===== src/rtl/alu_pipe.sv =====
// Two-stage integer execution unit: E1 captures the issued op, E2 computes and broadcasts.
// Latency 2 edges, 1 op/cycle, no back-pressure; rdy freezes everything, flush kills in-flight ops.
`ifndef ALU_PIPE_DEFS
`define ALU_PIPE_DEFS
`define XLEN           32
`define ALU_OP_WIDTH   4
`define ROB_SIZE_WIDTH 4
`define ALU_NOP  4'd0
`define ALU_ADD  4'd1
`define ALU_SUB  4'd2
`define ALU_AND  4'd3
`define ALU_OR   4'd4
`define ALU_XOR  4'd5
`define ALU_SHL  4'd6
`define ALU_SHR  4'd7
`define ALU_SHRA 4'd8
`define ALU_EQ   4'd9
`define ALU_NEQ  4'd10
`define ALU_LT   4'd11
`define ALU_LTU  4'd12
`define ALU_GE   4'd13
`define ALU_GEU  4'd14
`endif

module alu_pipe #(
  parameter int XLEN           = `XLEN,
  parameter int ALU_OP_WIDTH   = `ALU_OP_WIDTH,
  parameter int ROB_SIZE_WIDTH = `ROB_SIZE_WIDTH
) (
  input  logic                      clk,
  input  logic                      rst,
  input  logic                      rdy,
  input  logic                      flush,
  input  logic                      rs_ready,
  input  logic [ALU_OP_WIDTH-1:0]   rs_op,
  input  logic [XLEN-1:0]           rs_val1,
  input  logic [XLEN-1:0]           rs_val2,
  input  logic [ROB_SIZE_WIDTH-1:0] rs_id,
  output logic                      alu_ready,
  output logic [XLEN-1:0]           alu_res,
  output logic [ROB_SIZE_WIDTH-1:0] alu_id
);

  localparam int SHW = $clog2(XLEN);

  logic                      e1_valid_q;
  logic [ALU_OP_WIDTH-1:0]   e1_op_q;
  logic [XLEN-1:0]           e1_v1_q;
  logic [XLEN-1:0]           e1_v2_q;
  logic [ROB_SIZE_WIDTH-1:0] e1_id_q;

  logic                      alu_ready_q;
  logic [XLEN-1:0]           alu_res_q;
  logic [ROB_SIZE_WIDTH-1:0] alu_id_q;

  logic [XLEN-1:0]           alu_res_d;
  logic [SHW-1:0]            shamt;

  assign shamt = e1_v2_q[SHW-1:0];

  // Compare results are zero-extended single bits; unknown opcodes yield zero.
  always_comb begin
    alu_res_d = '0;
    case (e1_op_q)
      `ALU_ADD:  alu_res_d = e1_v1_q + e1_v2_q;
      `ALU_SUB:  alu_res_d = e1_v1_q - e1_v2_q;
      `ALU_AND:  alu_res_d = e1_v1_q & e1_v2_q;
      `ALU_OR:   alu_res_d = e1_v1_q | e1_v2_q;
      `ALU_XOR:  alu_res_d = e1_v1_q ^ e1_v2_q;
      `ALU_SHL:  alu_res_d = e1_v1_q << shamt;
      `ALU_SHR:  alu_res_d = e1_v1_q >> shamt;
      `ALU_SHRA: alu_res_d = $unsigned($signed(e1_v1_q) >>> shamt);
      `ALU_EQ:   alu_res_d = {{(XLEN-1){1'b0}}, (e1_v1_q == e1_v2_q)};
      `ALU_NEQ:  alu_res_d = {{(XLEN-1){1'b0}}, (e1_v1_q != e1_v2_q)};
      `ALU_LT:   alu_res_d = {{(XLEN-1){1'b0}}, ($signed(e1_v1_q) < $signed(e1_v2_q))};
      `ALU_LTU:  alu_res_d = {{(XLEN-1){1'b0}}, (e1_v1_q < e1_v2_q)};
      `ALU_GE:   alu_res_d = {{(XLEN-1){1'b0}}, ($signed(e1_v1_q) >= $signed(e1_v2_q))};
      `ALU_GEU:  alu_res_d = {{(XLEN-1){1'b0}}, (e1_v1_q >= e1_v2_q)};
      default:   alu_res_d = '0;
    endcase
  end

  always_ff @(posedge clk) begin
    if (rdy) begin
      if (rst) begin
        e1_valid_q  <= 1'b0;
        e1_op_q     <= '0;
        e1_v1_q     <= '0;
        e1_v2_q     <= '0;
        e1_id_q     <= '0;
        alu_ready_q <= 1'b0;
        alu_res_q   <= '0;
        alu_id_q    <= '0;
      end else if (flush) begin
        e1_valid_q  <= 1'b0;
        alu_ready_q <= 1'b0;
      end else begin
        e1_valid_q <= rs_ready;
        if (rs_ready) begin
          e1_op_q <= rs_op;
          e1_v1_q <= rs_val1;
          e1_v2_q <= rs_val2;
          e1_id_q <= rs_id;
        end
        // Result and tag hold their last values between pulses.
        alu_ready_q <= e1_valid_q;
        if (e1_valid_q) begin
          alu_res_q <= alu_res_d;
          alu_id_q  <= e1_id_q;
        end
      end
    end
  end

  assign alu_ready = alu_ready_q;
  assign alu_res   = alu_res_q;
  assign alu_id    = alu_id_q;

endmodule

===== config.mk =====
export PLATFORM = sky130hd
export DESIGN_NAME = alu_pipe
export DESIGN_NICKNAME = d
export VERILOG_FILES = /design/src/rtl/alu_pipe.sv
export SDC_FILE = /design/constraint.sdc
export NUM_CORES = 1
export LEC_CHECK = 0
export CORE_MARGIN = 2
export CORE_UTILIZATION = 30
export CTS_BUF_LIST = sky130_fd_sc_hd__clkbuf_4
export DETAILED_ROUTE_END_ITERATION = 6
export SLEW_MARGIN = 20
export SYNTH_ARGS = -nofsm -noshare
export SYNTH_HDL_FRONTEND = slang
export SYNTH_SLANG_ARGS = --single-unit

===== constraint.sdc =====
create_clock -name clk -period 11 [get_ports clk]
set_input_delay 3.3 -clock clk [delete_from_list [all_inputs] [get_ports clk]]
set_output_delay 3.3 -clock clk [all_outputs]
set_load 0.05 [all_outputs]

### Word-level counts from Yosys, hierarchy flattened

Index checks and enable logic that the tools add are counted.

* bits in registers: 110
* word-level logic and storage cells: 55
* bits of input ports: 77

* shift operators: 3
* $lt $le $gt $ge: 4
* add/subtract/negate cells: 2
* equality and inequality tests: 17
* mux-type cells: 13
* bitwise gates (word level): 3
* reductions and logical operators: 5

Operators with widths (count)
* one-hot mux 32 bit (14 select lines): 1
* two-way mux 32 bit: 6
* >= comparator 32 bit: 2
* < comparator 32 bit: 2
* adder 32 bit: 1
* bitwise AND 32 bit: 1
* equality test 32 bit: 1
* != test 32 bit: 1
* bitwise OR 32 bit: 1
* left shift 32 x 5 -> 32 bit: 1
* right shift 32 x 5 -> 32 bit: 1
* >>> shifter 32 x 5 -> 32 bit: 1
* subtractor 32 bit: 1
* bitwise XOR 32 bit: 1
* equality test 4 bit, second input constant: 7
* two-way mux 4 bit: 6
* equality test 4 x 3 -> 1 bit, second input constant: 4
* equality test 4 x 2 -> 1 bit, second input constant: 2
* AND reduction 3 bit: 2
* equality test 4 x 1 -> 1 bit, second input constant: 1
* nonzero test 2 bit: 2
* != test 2 bit, second input constant: 1
* OR reduction 2 bit: 1

### Logic depth before layout (Yosys ltp)

Gate-level depths: netlist of the first run.

* depth after elaboration: 4
* depth in mapped cells: 15
* depth with buffers taken out: 12

### Worst setup path before layout of the first run

No wires, ideal clock.

* path kind: input to register
* start: in rst
* end: reg e1_id_q[0], enable pin
* required time: 10.564 ns
* buffers on the path: 2
* setup time: 0.436 ns
* cell stages on the path: 3
* setup slack: 5.017 ns
* arrival: 5.548 ns
* cell sequence: clkbuf_1 > clkbuf_1 > o21a_1

* longest elaborated chain between the ends: 2
* elaborated cells on any way between the ends: 3
* those cells by class: eq/ne (1); reduce/logical (2)

Ends and longest elaborated chain
* start, declared: RTL line 31 `input logic rst,`
* != test 2 bit (no line) or nonzero test 2 bit (tied branches)
* AND reduction 3 bit (no line) *
* end signal, assigned: RTL line 103 `e1_id_q <= rs_id;`
* end, declared: RTL line 50 `logic [ROB_SIZE_WIDTH-1:0] e1_id_q;`

Mark *: on every way between the ends. The rest lies on a longest branch, timed or not.
A chain may end at the register's enable or synchronous reset.

### Final worst setup path of the first run

* start: reg alu_res_q[1], in the netlist alu_res[1]
* end: out alu_res[1]

RTL lines
* start, declared: RTL line 53 `logic [XLEN-1:0] alu_res_q;`
* start signal, assigned: RTL line 108 `alu_res_q <= alu_res_d;`
* end, declared: RTL line 40 `output logic [XLEN-1:0] alu_res,`

No word-level cell between the ends.

==> flow_metrics.env, run 1 <==
export IMPL_yosys_warnings=0
export IMPL_peakVddDrop_mv=0.0509
export IMPL_portBuffers=113
export IMPL_synth_edf_count=110
export IMPL_h_tree_depth=3
export IMPL_synth_cell_type_count=74
export IMPL_drive_gt1_frac=0.0823
export IMPL_place_inst=2078
export IMPL_rsz0062_at_grt="false"
export IMPL_cts_buffer_depth=2
export IMPL_drv_cap=0
export IMPL_cts_inserted_buffers=9
export IMPL_std_cell_rows=75
export IMPL_ff2ff_path_depth=12
export IMPL_cts_tree="built"
export IMPL_setup_violations_final=0
export IMPL_gr_total_overflow=0
export IMPL_fin_skew_ns=0.0635
export IMPL_ff2ff_setup_slack_ns=6.18
export IMPL_synthToLayoutAreaGrowth_pct=13.5
export IMPL_critPathSlowestCell="clkdlybuf4s50_1"
export IMPL_combPwrFrac=0.505
export IMPL_status="completed"
export IMPL_critPathBufInv=1
export IMPL_power_share_switching=0.462
export IMPL_globalplace_congestion=0.974
export IMPL_min_from="e1_id_q[0]$_SDFFCE_PP0P_"
export IMPL_hold_path_end="alu_id[0]$_SDFFCE_PP0P_"
export IMPL_period_needed_ns=5.24
export IMPL_fmax_mhz=191
export IMPL_p_int_uw=848
export IMPL_crit_type="reg2out"
export IMPL_synth_area_mm2=0.0127
export IMPL_r2r_end="alu_res[28]$_SDFFCE_PP0P_"
export IMPL_regToRegStartpoint="e1_v2_q[4]$_SDFFCE_PP0P_"
export IMPL_pwr_density_cell_mw_per_mm2=109
export IMPL_clockPowerShare=0.145
export IMPL_fin_nets=1727
export IMPL_grt_usage=0.226
export IMPL_synthArstFlopShare=0
export IMPL_cp_depth=1
export IMPL_power_share_sequential=0.350
export IMPL_cp_slowest_stage_delay_ns=0.84
export IMPL_drtPass1Iterations=7
export IMPL_dpl_hpwl_um=37700
export IMPL_clk_pin_slew_worst_paths_ns=0.25
export IMPL_max_slew_margin_rel=0.267
export IMPL_drt_first_iter_violations=1582
export IMPL_grt_max_degree=84
export IMPL_hold_class="reg2reg"
export IMPL_fin_tns_setup_ns=0
export IMPL_cp_end_kind="output pin"
export IMPL_synth_area_per_cell_um2=8.40
export IMPL_chipWidth_um=210
export IMPL_hold_violations=0
export IMPL_clock_sinks=110
export IMPL_grt_pass1_vias=11800
export IMPL_cp_required_ns=7.70
export IMPL_syn_inst=1517
export IMPL_synth_flop_cell="edfxtp_1"
export IMPL_grt_pass1_wl_um=75200
export IMPL_coreArea_mm2=0.0419
export IMPL_wl_per_cell_um=23.9
export IMPL_post_route_period_util=0.476
export IMPL_fp_dieH_um=210
export IMPL_dieArea_mm2=0.0441
export IMPL_p_leak_nw=5.33
export IMPL_critPathTopFamily="buffers and inverters"
export IMPL_p_sw_uw=728
export IMPL_ys_ff_latch=110
export IMPL_holdPathStages=1
export IMPL_drc=0
export IMPL_vias_per_cell=5.93
export IMPL_syn_nets=1694
export IMPL_final_cells=2100
export IMPL_initial_utilization=0.304
export IMPL_path_cells="clkdlybuf4s50_1"
export IMPL_cts_resized_gates=0
export IMPL_crit_path_max_fanout=1
export IMPL_cts_root_buffer="clkbuf_4"
export IMPL_startpoint="alu_res[1]$_SDFFCE_PP0P_"
export IMPL_arrival_ns=1.94
export IMPL_post_cts_buffers=0
export IMPL_cts_hold_buf=0
export IMPL_dr_total_vias=12500
export IMPL_io_pins=114
export IMPL_wl_um=50200
export IMPL_ant_nets=0
export IMPL_seq_area_frac_synth=0.259
export IMPL_antenna_found_initial=4
export IMPL_critPathLaunchType="flip-flop"
export IMPL_worst_slew_pin_slew_ns=1.09
export IMPL_clock_latency_ns=0.62
export IMPL_slew_violations=0
## cell type report
| type | instances | area [um2] |
|---|---|---|
| well taps | 539 | 674 |
| flip-flops and latches | 110 | 3300 |
| clock buffers | 9 | 67.6 |
| repair buffers | 138 | 1320 |
| multi-input cells | 1193 | 8640 |
| clock inverters | 7 | 77.6 |
| inverters | 98 | 368 |
| diodes | 6 | 15.0 |
| fillers | 4337 | 27500 |
## state kept, by name, indices dropped and copies added (netlist names)
name,flops
e1_v2_q,32
alu_res,32
e1_op_q,4
e1_valid_q,1
e1_v1_q,32
e1_id_q,4
alu_id,4
alu_ready,1
## synth_stat cells (17+ instances only)
master,number,area (um2)
nand3_1,23,115
or3_1,20,125
nor3_1,37,185
a211oi_1,20,150
ha_1,98,1230
a22oi_1,17,128
a221oi_1,28,245
mux4_2,57,1280
o21ai_0,113,566
o211ai_1,27,203
a21oi_1,124,621
clkbuf_1,83,312
buf_2,18,90.1
edfxtp_1,110,3300
nand2_1,102,383
nor2_1,169,634
inv_1,93,349
nor2b_1,90,563
mux2i_1,31,310
a31oi_1,22,138
## routing by layer
layer / wire [um] / track usage
met1: 21600 / 0.316
met2: 22300 / 0.349
met3: 4790 / 0.0474
met4: 1450 / 0.0677
met5: 13 / 0
## per-stage QoR
stage	util	cell area [um2]	power [mW]	setup slack, ns	hold slack [ns]
6_report	0.345	14500	1.58	5.76	0.570
5_1_grt	0.345	14500	1.66	5.73	0.588
4_1_cts	0.344	14400	1.56	5.76	0.575
3_5_place_dp	0.341	14300	1.33	5.49	0.527
3_3_place_gp	0.341	14300	1.33	5.54	0.517
2_1_floorplan	-	12700	1.08	5.02	0.509
## power by group through the flow
stage / registers [mW] / logic (mW) / clock network, mW
floorplan: 0.568 / 0.512 / 0
global placement: 0.559 / 0.770 / 0
detailed placement: 0.560 / 0.773 / 0
CTS: 0.551 / 0.776 / 0.236
global route: 0.556 / 0.853 / 0.250
finish: 0.551 / 0.795 / 0.229
## cells in the final DEF (no fill, tap or decap), types with 17 or more instances in the layout
| cell | instances |
|---|---|
| a31oi_1 | 22 |
| o21ai_0 | 113 |
| edfxtp_1 | 110 |
| o211ai_1 | 27 |
| nor2b_1 | 90 |
| a211oi_1 | 20 |
| nand3_1 | 23 |
| or3_1 | 20 |
| mux4_2 | 57 |
| a21oi_1 | 124 |
| nand2_1 | 102 |
| buf_4 | 26 |
| nor3_1 | 34 |
| a221oi_1 | 28 |
| ha_1 | 98 |
| a22oi_1 | 17 |
| nor2_1 | 168 |
| mux2i_1 | 31 |
| inv_1 | 93 |
| clkdlybuf4s50_1 | 112 |
## worst max path at each step
stage	endpoint
floorplan	e1_id_q[0]$_SDFFCE_PP0P_
global placement	e1_v2_q[22]$_SDFFCE_PP0P_
detailed placement	e1_v2_q[22]$_SDFFCE_PP0P_
CTS	alu_res[1]
global route	alu_res[1]
finish	alu_res[1]
## cell families after synthesis
family                     share of synthesized area
and+or+nand+nor                                0.198
xor gates and xnor gates                      0.0110
adders and majority gates                     0.0994
buffers and inverters                         0.0657
AOI/OAI and AO/OA                              0.237
DFF                                            0.259
muxes                                          0.130
Power figures use the tool's default switching activity.
==> run 2, diff against run 1 <==
clock period = 4.5 ns   (was 11 ns; I/O delays follow)
==> flow_metrics.env, run 2 (same netlist as run 1, synthesis figures left out) <==
export IMPL_fp_dieH_um=210
export IMPL_hold_class="reg2reg"
export IMPL_grt_max_degree=80
export IMPL_fillers=4345
export IMPL_hold_violations=0
export IMPL_fin_skew_ns=0.0530
export IMPL_ant_nets=0
export IMPL_dieArea_mm2=0.0441
export IMPL_drive_gt1_frac=0.0986
export IMPL_final_setup_worst_slack_ns=0.759
export IMPL_post_cts_buffers=0
export IMPL_post_place_ws_ns=0.780
export IMPL_synthToLayoutAreaGrowth_pct=15.3
export IMPL_cp_end_kind="flip-flop"
export IMPL_crit_type="reg2reg"
export IMPL_power_share_switching=0.468
export IMPL_gr_total_overflow=0
export IMPL_layout_common_cells="nor2_1 (168), a21oi_1 (124), o21ai_0 (113), clkdlybuf4s50_1 (112), edfxtp_1 (110)"
export IMPL_initial_utilization=0.304
export IMPL_clockPowerShare=0.149
export IMPL_pwr_density_cell_mw_per_mm2=270
export IMPL_fin_tns_setup_ns=0
export IMPL_cts_buffer_depth=2
export IMPL_grt_pass1_vias=12000
export IMPL_cts_tree="built"
export IMPL_post_route_period_util=0.831
export IMPL_multi_input_area_mm2=0.00863
export IMPL_cts_hold_buf=0
export IMPL_wl_per_cell_um=25.6
export IMPL_critPathSlowestCell="or4_1"
export IMPL_io_pins=114
export IMPL_dr_total_vias=12600
export IMPL_cp_required_ns=4.93
export IMPL_max_slew_margin_rel=0.269
export IMPL_drtPass1Iterations=7
export IMPL_path_cells="inv_1 > ha_1 > o21ba_1 > or4_4 > a21oi_4 > o21ai_2 > a211oi_4 > o21ai_2 > or4_1 > a41o_1 > a31oi_1"
export IMPL_grt_pass1_wl_um=79200
export IMPL_fmax_mhz=267
export IMPL_cts_inserted_buffers=9
export IMPL_clock_latency_ns=0.63
export IMPL_arrival_ns=4.18
export IMPL_final_seq_area_mm2=0.00330
export IMPL_wl_um=54300
export IMPL_violations="DRC"
export IMPL_rsz0062_at_grt="false"
export IMPL_portBuffers=113
export IMPL_coreArea_mm2=0.0419
export IMPL_critPathBufInv=1
export IMPL_combPwrFrac=0.518
export IMPL_period_needed_ns=3.74
export IMPL_drv_cap=0
export IMPL_p_sw_mw=1.85
export IMPL_place_inst=2105
export IMPL_final_cells=2125
export IMPL_globalplace_congestion=0.994
export IMPL_cp_slowest_stage_delay_ns=0.49
export IMPL_power_share_sequential=0.333
export IMPL_setup_violations_final=0
export IMPL_p_leak_nw=5.47
export IMPL_h_tree_depth=3
export IMPL_fin_nets=1754
export IMPL_grt_usage=0.243
export IMPL_p_int_mw=2.11
export IMPL_vias_per_cell=5.94
export IMPL_clk_pin_slew_worst_paths_ns=0.22
export IMPL_critPathTopFamily="compound AO/OA/AOI/OAI gates"
export IMPL_power_mw=3.96
export IMPL_dpl_hpwl_um=41800
export IMPL_crit_path_max_fanout=7
export IMPL_chipWidth_um=210
export IMPL_status="complete, but fails checks"
export IMPL_timing_critical_path_mode_cell="o21ai_2"
export IMPL_antenna_found_initial=3
export IMPL_worst_slew_pin_slew_ns=1.10
export IMPL_critPathLaunchType="flip-flop"
export IMPL_clock_sinks=110
export IMPL_slew_violations=0
export IMPL_std_cell_rows=75
export IMPL_drc=1
export IMPL_layout_commonest_cell="nor2_1"
export IMPL_peakVddDrop_mv=0.162
export IMPL_drt_first_iter_violations=1350
export IMPL_cts_resized_gates=0
export IMPL_ff2ff_setup_slack_ns=0.76
export IMPL_cts_root_buffer="clkbuf_4"
run 2: worst reg2reg max path, stage by stage (launching register included):
cell,delay (ns)
edfxtp_1,0.48
inv_1,0.37
ha_1,0.39
o21ba_1,0.24
or4_4,0.47
a21oi_4,0.16
o21ai_2,0.12
a211oi_4,0.37
o21ai_2,0.15
or4_1,0.49
a41o_1,0.19
a31oi_1,0.17
run 2: power groups by stage:
stage | Sequential, mW | Clock (mW) | Combinational [mW]
after floorplan | 1.39 | 0 | 1.25
after global placement | 1.34 | 0 | 2.00
after detailed placement | 1.34 | 0 | 2.00
after CTS | 1.32 | 0.605 | 2.01
after global routing | 1.33 | 0.638 | 2.19
final | 1.32 | 0.591 | 2.05
run 2: final timing paths:
kind / startpoint / to / depth (start not counted)
setup reg to reg: e1_v2_q[1]$_SDFFCE_PP0P_ / alu_res[29]$_SDFFCE_PP0P_ / 11
hold reg to reg: e1_id_q[3]$_SDFFCE_PP0P_ / alu_id[3]$_SDFFCE_PP0P_ / 1
setup / recovery: e1_v2_q[1]$_SDFFCE_PP0P_ / alu_res[29]$_SDFFCE_PP0P_ / 11
hold / removal: e1_id_q[3]$_SDFFCE_PP0P_ / alu_id[3]$_SDFFCE_PP0P_ / 1
run 2: per-layer routing:
metal / wire length [um] / vias to the layer above / share of wire / global-route usage
li1: - / 5734 / - / -
met1: 23900 / 6142 / 0.44 / 0.346
met2: 23800 / 662 / 0.44 / 0.365
met3: 5130 / 75 / 0.094 / 0.0535
met4: 1450 / 0 / 0.027 / 0.0743
met5: 0 / - / 0 / 0
run 2: final cells by class:
class,instances,area share
Multi-Input combinational cell,1193,0.587
Sequential cell,110,0.225
Timing Repair Buffer,165,0.106
Tap cell,539,0.0459
Inverter,98,0.0250
Clock inverter,7,0.00587
Clock buffer,9,0.00460
Antenna cell,4,0.000681
run 2: through the flow:
stage               instance area (um2)  utilization  hold WS (ns)
finish                            14700        0.350         0.562
global route                      14700        0.350         0.611
CTS                               14700        0.350         0.567
detailed placement                14500        0.346         0.532
global placement                  14500        0.346         0.521
floorplan                         12700            -         0.509
